`config.mk`:
```
export PLATFORM = sky130hd
export DESIGN_NAME = uart_tx_arb_flat
export DESIGN_NICKNAME = d
export VERILOG_FILES = /design/src/rtl/uart_tx_arb_if.sv /design/src/rtl/uart_tx_arb.sv /design/src/flat_wrapper.sv
export SDC_FILE = /design/constraint.sdc
export NUM_CORES = 1
export LEC_CHECK = 0
export BUFFER_PORTS_ARGS = -buffer_cell sky130_fd_sc_hd__buf_2
export CORE_AREA = 2 2 55 57
export CTS_CLUSTER_DIAMETER = 100
export DETAILED_ROUTE_END_ITERATION = 8
export DIE_AREA = 0 0 57 59
export PLACE_DENSITY = 0.72
export SYNTH_ARGS = -nofsm -noshare
export SYNTH_HDL_FRONTEND = slang
export SYNTH_SLANG_ARGS = --single-unit
```
`constraint.sdc`:
```
create_clock -name clk -period 1.65 [get_ports clk]
set_input_delay 0.0825 -clock clk [delete_from_list [all_inputs] [get_ports clk]]
set_output_delay 0.0825 -clock clk [all_outputs]
set_load 0.02 [all_outputs]
```
`src/rtl/uart_tx_arb_if.sv`:
```
// Requester and transmitter-read-port bundle for uart_tx_arb; signal suffixes are
// relative to the arbiter, which connects through the slave modport.
interface uart_tx_arb_if #(
  parameter int NUM_REQ = 2
);
  logic [NUM_REQ-1:0]   req_valid_i;
  logic [8*NUM_REQ-1:0] req_data_i;
  logic [NUM_REQ-1:0]   req_last_i;
  logic [NUM_REQ-1:0]   req_ready_o;
  logic                 tx_empty_o;
  logic                 tx_re_i;
  logic [7:0]           tx_data_o;

  modport master (
    output req_valid_i, req_data_i, req_last_i, tx_re_i,
    input  req_ready_o, tx_empty_o, tx_data_o
  );

  modport slave (
    input  req_valid_i, req_data_i, req_last_i, tx_re_i,
    output req_ready_o, tx_empty_o, tx_data_o
  );
endinterface

```
`src/rtl/uart_tx_arb.sv`:
```
// Round-robin, message-locked arbiter feeding one UART TX through a 1-entry stage (read latency 1);
// a requester is stalled while the stage is full and not being read. UART_TX_ARB_TIMEOUT_EN adds a forced unlock.
module uart_tx_arb #(
  parameter int NUM_REQ        = 2,
  parameter int TIMEOUT_CYCLES = 1024
) (
  input  logic               clk,
  input  logic               rst,
  uart_tx_arb_if.slave       bus,
  output logic [NUM_REQ-1:0] grant_o,
  output logic               busy_o,
  output logic               timeout_o
);
  localparam int IDXW = $clog2(NUM_REQ);

  if (NUM_REQ < 2 || NUM_REQ > 8 || TIMEOUT_CYCLES < 1 || TIMEOUT_CYCLES > 65535) begin : g_bad_param
    $error("uart_tx_arb: parameter out of range");
  end

  typedef enum logic {IDLE, LOCK} state_e;

  state_e             state_q, state_d;
  logic [IDXW-1:0]    rr_q, rr_d, gidx_q, gidx_d;
  logic [NUM_REQ-1:0] grant_q, grant_d;
  logic [7:0]         stage_data_q, stage_data_d, tx_data_q, tx_data_d;
  logic               stage_vld_q, stage_vld_d;
  logic               timeout_q, timeout_d;

  logic [IDXW-1:0]    win_idx, cidx, gnext;
  logic [IDXW:0]      sum;
  logic               win_vld;
  logic               g_vld, g_last, g_rdy, acc, pop, expire;
  logic [7:0]         g_dat;
  logic [NUM_REQ-1:0] ready;

  assign g_vld  = bus.req_valid_i[gidx_q];
  assign g_last = bus.req_last_i[gidx_q];
  assign g_dat  = bus.req_data_i[{gidx_q, 3'b000} +: 8];
  assign g_rdy  = !stage_vld_q || bus.tx_re_i;
  assign acc    = (state_q == LOCK) && g_vld && g_rdy;
  assign pop    = bus.tx_re_i && stage_vld_q;
  assign gnext  = (gidx_q == IDXW'(NUM_REQ - 1)) ? '0 : gidx_q + IDXW'(1);

  // First valid requester at or above rr, wrapping past NUM_REQ-1.
  always_comb begin
    win_vld = 1'b0;
    win_idx = '0;
    sum     = '0;
    cidx    = '0;
    for (int i = 0; i < NUM_REQ; i++) begin
      sum = {1'b0, rr_q} + (IDXW+1)'(i);
      if (sum >= (IDXW+1)'(NUM_REQ)) sum = sum - (IDXW+1)'(NUM_REQ);
      cidx = sum[IDXW-1:0];
      if (!win_vld && bus.req_valid_i[cidx]) begin
        win_vld = 1'b1;
        win_idx = cidx;
      end
    end
  end

`ifdef UART_TX_ARB_TIMEOUT_EN
  logic [15:0] to_cnt_q, to_cnt_d;

  always_comb begin
    to_cnt_d = to_cnt_q;
    if (state_q != LOCK || acc) to_cnt_d = '0;
    else if (!g_vld)            to_cnt_d = to_cnt_q + 16'd1;
  end

  always_ff @(posedge clk) begin
    if (rst) to_cnt_q <= '0;
    else     to_cnt_q <= to_cnt_d;
  end

  assign expire = (state_q == LOCK) && !g_vld && (to_cnt_q == 16'(TIMEOUT_CYCLES - 1));
`else
  assign expire = 1'b0;
`endif

  always_comb begin
    state_d      = state_q;
    rr_d         = rr_q;
    gidx_d       = gidx_q;
    grant_d      = grant_q;
    stage_data_d = stage_data_q;
    stage_vld_d  = stage_vld_q;
    tx_data_d    = tx_data_q;
    timeout_d    = 1'b0;
    ready        = '0;

    if (pop) begin
      tx_data_d   = stage_data_q;
      stage_vld_d = 1'b0;
    end

    case (state_q)
      IDLE: begin
        if (win_vld) begin
          state_d = LOCK;
          gidx_d  = win_idx;
          grant_d = NUM_REQ'(1) << win_idx;
        end
      end
      LOCK: begin
        ready[gidx_q] = g_rdy;
        // An accepted byte overrides a pending expiry.
        if (acc) begin
          stage_data_d = g_dat;
          stage_vld_d  = 1'b1;
          if (g_last) begin
            state_d = IDLE;
            rr_d    = gnext;
            grant_d = '0;
          end
        end else if (expire) begin
          state_d   = IDLE;
          rr_d      = gnext;
          grant_d   = '0;
          timeout_d = 1'b1;
        end
      end
      default: state_d = IDLE;
    endcase
  end

  always_ff @(posedge clk) begin
    if (rst) begin
      state_q      <= IDLE;
      rr_q         <= '0;
      gidx_q       <= '0;
      grant_q      <= '0;
      stage_data_q <= '0;
      stage_vld_q  <= 1'b0;
      tx_data_q    <= '0;
      timeout_q    <= 1'b0;
    end else begin
      state_q      <= state_d;
      rr_q         <= rr_d;
      gidx_q       <= gidx_d;
      grant_q      <= grant_d;
      stage_data_q <= stage_data_d;
      stage_vld_q  <= stage_vld_d;
      tx_data_q    <= tx_data_d;
      timeout_q    <= timeout_d;
    end
  end

  assign bus.req_ready_o = ready;
  assign bus.tx_empty_o  = !stage_vld_q;
  assign bus.tx_data_o   = tx_data_q;
  assign grant_o         = grant_q;
  assign busy_o          = (state_q == LOCK) || stage_vld_q;
  assign timeout_o       = timeout_q;
endmodule

```
`src/flat_wrapper.sv`:
```
// flat-port wrapper written by rule: the top's interface ports become plain ports
module uart_tx_arb_flat 
#(
  parameter int NUM_REQ        = 2,
  parameter int TIMEOUT_CYCLES = 1024
)
  (clk, rst, grant_o, busy_o, timeout_o, bus_req_valid_i, bus_req_data_i, bus_req_last_i, bus_tx_re_i, bus_req_ready_o, bus_tx_empty_o, bus_tx_data_o);
  uart_tx_arb_if #(.NUM_REQ(NUM_REQ)) bus_i ();
  input  logic clk;
  input  logic rst;
  output logic [NUM_REQ-1:0] grant_o;
  output logic busy_o;
  output logic timeout_o;
  input wire logic [$bits(bus_i.req_valid_i)-1:0] bus_req_valid_i;
  input wire logic [$bits(bus_i.req_data_i)-1:0] bus_req_data_i;
  input wire logic [$bits(bus_i.req_last_i)-1:0] bus_req_last_i;
  input wire logic [$bits(bus_i.tx_re_i)-1:0] bus_tx_re_i;
  output wire logic [$bits(bus_i.req_ready_o)-1:0] bus_req_ready_o;
  output wire logic [$bits(bus_i.tx_empty_o)-1:0] bus_tx_empty_o;
  output wire logic [$bits(bus_i.tx_data_o)-1:0] bus_tx_data_o;
  assign bus_i.req_valid_i = bus_req_valid_i;
  assign bus_i.req_data_i = bus_req_data_i;
  assign bus_i.req_last_i = bus_req_last_i;
  assign bus_i.tx_re_i = bus_tx_re_i;
  assign bus_req_ready_o = bus_i.req_ready_o;
  assign bus_tx_empty_o = bus_i.tx_empty_o;
  assign bus_tx_data_o = bus_i.tx_data_o;
  uart_tx_arb #(.NUM_REQ(NUM_REQ), .TIMEOUT_CYCLES(TIMEOUT_CYCLES)) u_core (.clk(clk), .rst(rst), .bus(bus_i), .grant_o(grant_o), .busy_o(busy_o), .timeout_o(timeout_o));
endmodule
```
==> flow_metrics.py <==
metrics = {
    "finish": {
        "n_antenna_cell": 0,
        "register_area_um2": 441.7,
        "area.growth.synth_to_final_pct": 20.83,
        "fillers": 298,
        "layoutNonFillerInstCount": 182,
        "drive_above_1_share_pct": 37.09,
        "final_area_mm2": 0.001306,
        "multi_input_area_um2": 575.6,
        "fin_nets": 175,
        "utilization_pct": 48.20,
    },
    "worst_setup_path": {
        "crit_arrival_ns": 1.45,
        "crit_family": "simple AND/OR/NAND/NOR gates",
        "slowest_delay_ns": 0.34,
        "start_kind": "flop",
        "cp_cell_sequence": "nand2b_1 -> buf_4 -> and3_1 -> buf_2",
        "path_class": "reg -> out",
        "cp-end-kind": "primary output",
        "path_max_fanout": 14,
        "crit_buf_inv": 2,
        "slowest_stage": "dfxtp_1",
        "required_ns": 1.57,
    },
    "die": {
        "start_util_pct": 39.89,
        "dieWidth_um": 57,
        "core_mm2": 0.002710,
        "die_height_um": 59,
        "ios": 38,
        "rows": 19,
        "dieArea_mm2": 0.003363,
    },
    "status": {
        "outcome": "finished clean",
    },
    "logic_synthesis": {
        "yosys.area_share.simple_pct": 28.82,
        "synth_edf_count": 0,
        "ys.flop_type": "dfxtp_1",
        "syn-cell-area_mm2": 0.001081,
        "syn_avg_cell_area_um2": 9.161,
        "synthCells": 118,
        "syn_nets": 141,
        "seq_area_frac_synth_pct": 40.74,
        "ys_warn_count": 0,
        "synthXorXnorAreaFrac_pct": 0,
        "synth_compound_area_share_pct": 15.28,
        "async_flop_share_pct": 0,
        "ys_ff_latch": 22,
        "synth-adder-area-share_pct": 0,
        "synth.distinct_cells": 30,
        "muxShareOfSynthArea_pct": 8.796,
        "synth_top_family_by_area": "simple AND/OR/NAND/NOR gates",
    },
    "route": {
        "vias": 981,
        "wl_per_cell_um": 13.10,
        "routed_wl_um": 2384,
        "drt_iter0_drc": 21,
        "dr.pass1.iters": 4,
        "via_per_inst": 5.390,
        "drc_errors": 0,
        "final_antenna_net_count": 0,
    },
    "power": {
        "powerDensity_mw_per_mm2": 839.6,
        "peakVddDrop_mv": 0.4743,
        "power_leakage_nw": 0.5332,
    },
    "clock_network": {
        "cts_tree": "done",
        "cts_root_buffer": "clkbuf_4",
        "cts.htree.levels": 1,
        "clk_pin_slew_ns": 0.13,
        "clock-sinks": 22,
        "cts_setup_buffers": 0,
        "cts_made_buffers": 3,
        "clockBufferDepth": 2,
        "clkLatencyLatePin_ns": 0.31,
    },
    "timing": {
        "tns_ns": 0,
        "rsz0062_at_grt": "no",
        "finalHoldViolCount": 0,
        "setup_viol": 0,
        "fin_skew_ns": 0.005999,
        "drv_slew": 0,
        "fin_crit_ns": 1.533,
        "max_freq_mhz": 652.4,
        "final.period_utilization_pct": 92.90,
    },
    "placed_design": {
        "placed_area_mm2": 0.001269,
        "io_buffers": 36,
        "dp_cells": 178,
        "hpwlAfterDp_um": 1778,
        "gp_congestion": 0.7634,
    },
    "flow_run": {
        "maxCapViolCount": 0,
    },
    "global_route": {
        "grt-ovfl-total": 0,
        "grt_max_degree": 25,
        "grt_pass1_vias": 950,
        "antenna_found_initial": 0,
        "grt_pass1_wl_um": 3939,
        "grt.total_usage_pct": 15.03,
    },
    "hold_path": {
        "hp-class": "in -> reg",
    },
}
## final cells by class
type | instances | share of cell area (%)
multi-input combinational | 84 | 44.06
sequential | 22 | 33.81
timing repair buffer | 40 | 16.09
tap | 31 | 2.969
clock buffer | 4 | 2.778
inverter | 1 | 0.2874
## path summary, 6_finish.rpt
| check | from | endpoint | slack, ns | cells after the start |
|---|---|---|---|---|
| setup / recovery | u_core.stage_vld_q$_SDFF_PP0_ | bus_req_ready_o[1] | 0.12 | 4 |
| hold reg to reg | u_core.bus.tx_data_o[0]$_SDFFE_PP0P_ | u_core.bus.tx_data_o[0]$_SDFFE_PP0P_ | 0.46 | 2 |
| setup reg to reg | u_core.gidx_q$_SDFFE_PP0P_ | u_core.grant_o[0]$_SDFFE_PP0P_ | 0.30 | 3 |
| hold / removal | bus_req_valid_i[1] | u_core.gidx_q$_SDFFE_PP0P_ | 0.1 | 3 |
## kinds of logic after synthesis
group	Yosys count
multiplexers	9
AO/OA/AOI/OAI	25
other	1
AND/OR/NAND/NOR	49
flip-flops	22
buffers and inverters	12
## cells in the final DEF, fill, tap and decap left out, drive strengths merged
cell type,count
conb,1
or2,1
and2,1
nor2b,1
o22ai,1
a211o,1
dfxtp,22
inv,1
buf,40
o2111a,1
clkbuf,4
a31oi,8
nor2,1
o21a,1
a21oi,10
nand3,8
nand2,13
nor3,10
o21bai,1
nand3b,2
mux2,1
o31ai,1
a41oi,1
mux2i,8
and3,1
and4,8
nand2b,3
## synthesized netlist by cell type, drive strengths merged (2+ instances only)
library cell | number | area share, %
dfxtp | 22 | 41
nand2 | 13 | 4.5
a21oi | 10 | 4.6
nor3 | 10 | 8.3
a31oi | 8 | 4.6
and4 | 8 | 6.5
mux2i | 8 | 7.4
nand3 | 8 | 3.7
clkbuf | 6 | 2.1
buf | 5 | 3.6
nand2b | 3 | 1.7
nand3b | 2 | 1.4
## worst register-to-register path, cell delays in order (launching register included)
cell	delay (ns)
dfxtp_1	0.43
mux2_4	0.41
o2111a_1	0.19
o31ai_1	0.23
## flip-flops by register name, indices dropped and copies added, names as in the netlist
signal,cells
u_core.stage_vld_q,1
u_core.stage_data_q,8
u_core.bus.tx_data_o,8
u_core.state_q,1
u_core.rr_q,1
u_core.gidx_q,1
u_core.grant_o,2
## through the flow
step	power [mW]	setup WS, ns	hold slack [ns]
global placement	0.7974	0.4084	0.4276
floorplan	0.7421	0.4036	0.1833
global route	1.154	0.01161	0.09995
CTS	1.097	0.1052	0.1045
detailed placement	0.8063	0.3124	0.4381
finish	1.097	0.1172	0.09908
## where the power goes
group          internal (mW)  switching (mW)
sequential             0.561          0.0246
combinational         0.0927           0.116
clock                  0.135           0.167
## repair_timing
item	CTS	global route
endpoints found under the setup margin	0	2
resized for setup	0	1
hold buffers	0	0
## routing by layer
| metal | vias up | share of wire (%) | global-route usage [%] |
|---|---|---|---|
| met1 | 448 | 44 | 17.75 |
| met3 | 6 | 5.2 | 3.057 |
| met5 | - | 0 | 0 |
| met4 | 0 | 2.1 | 7.309 |
| met2 | 29 | 49 | 26.11 |
| li1 | 498 | - | - |
(Power assumes the default switching activity.)
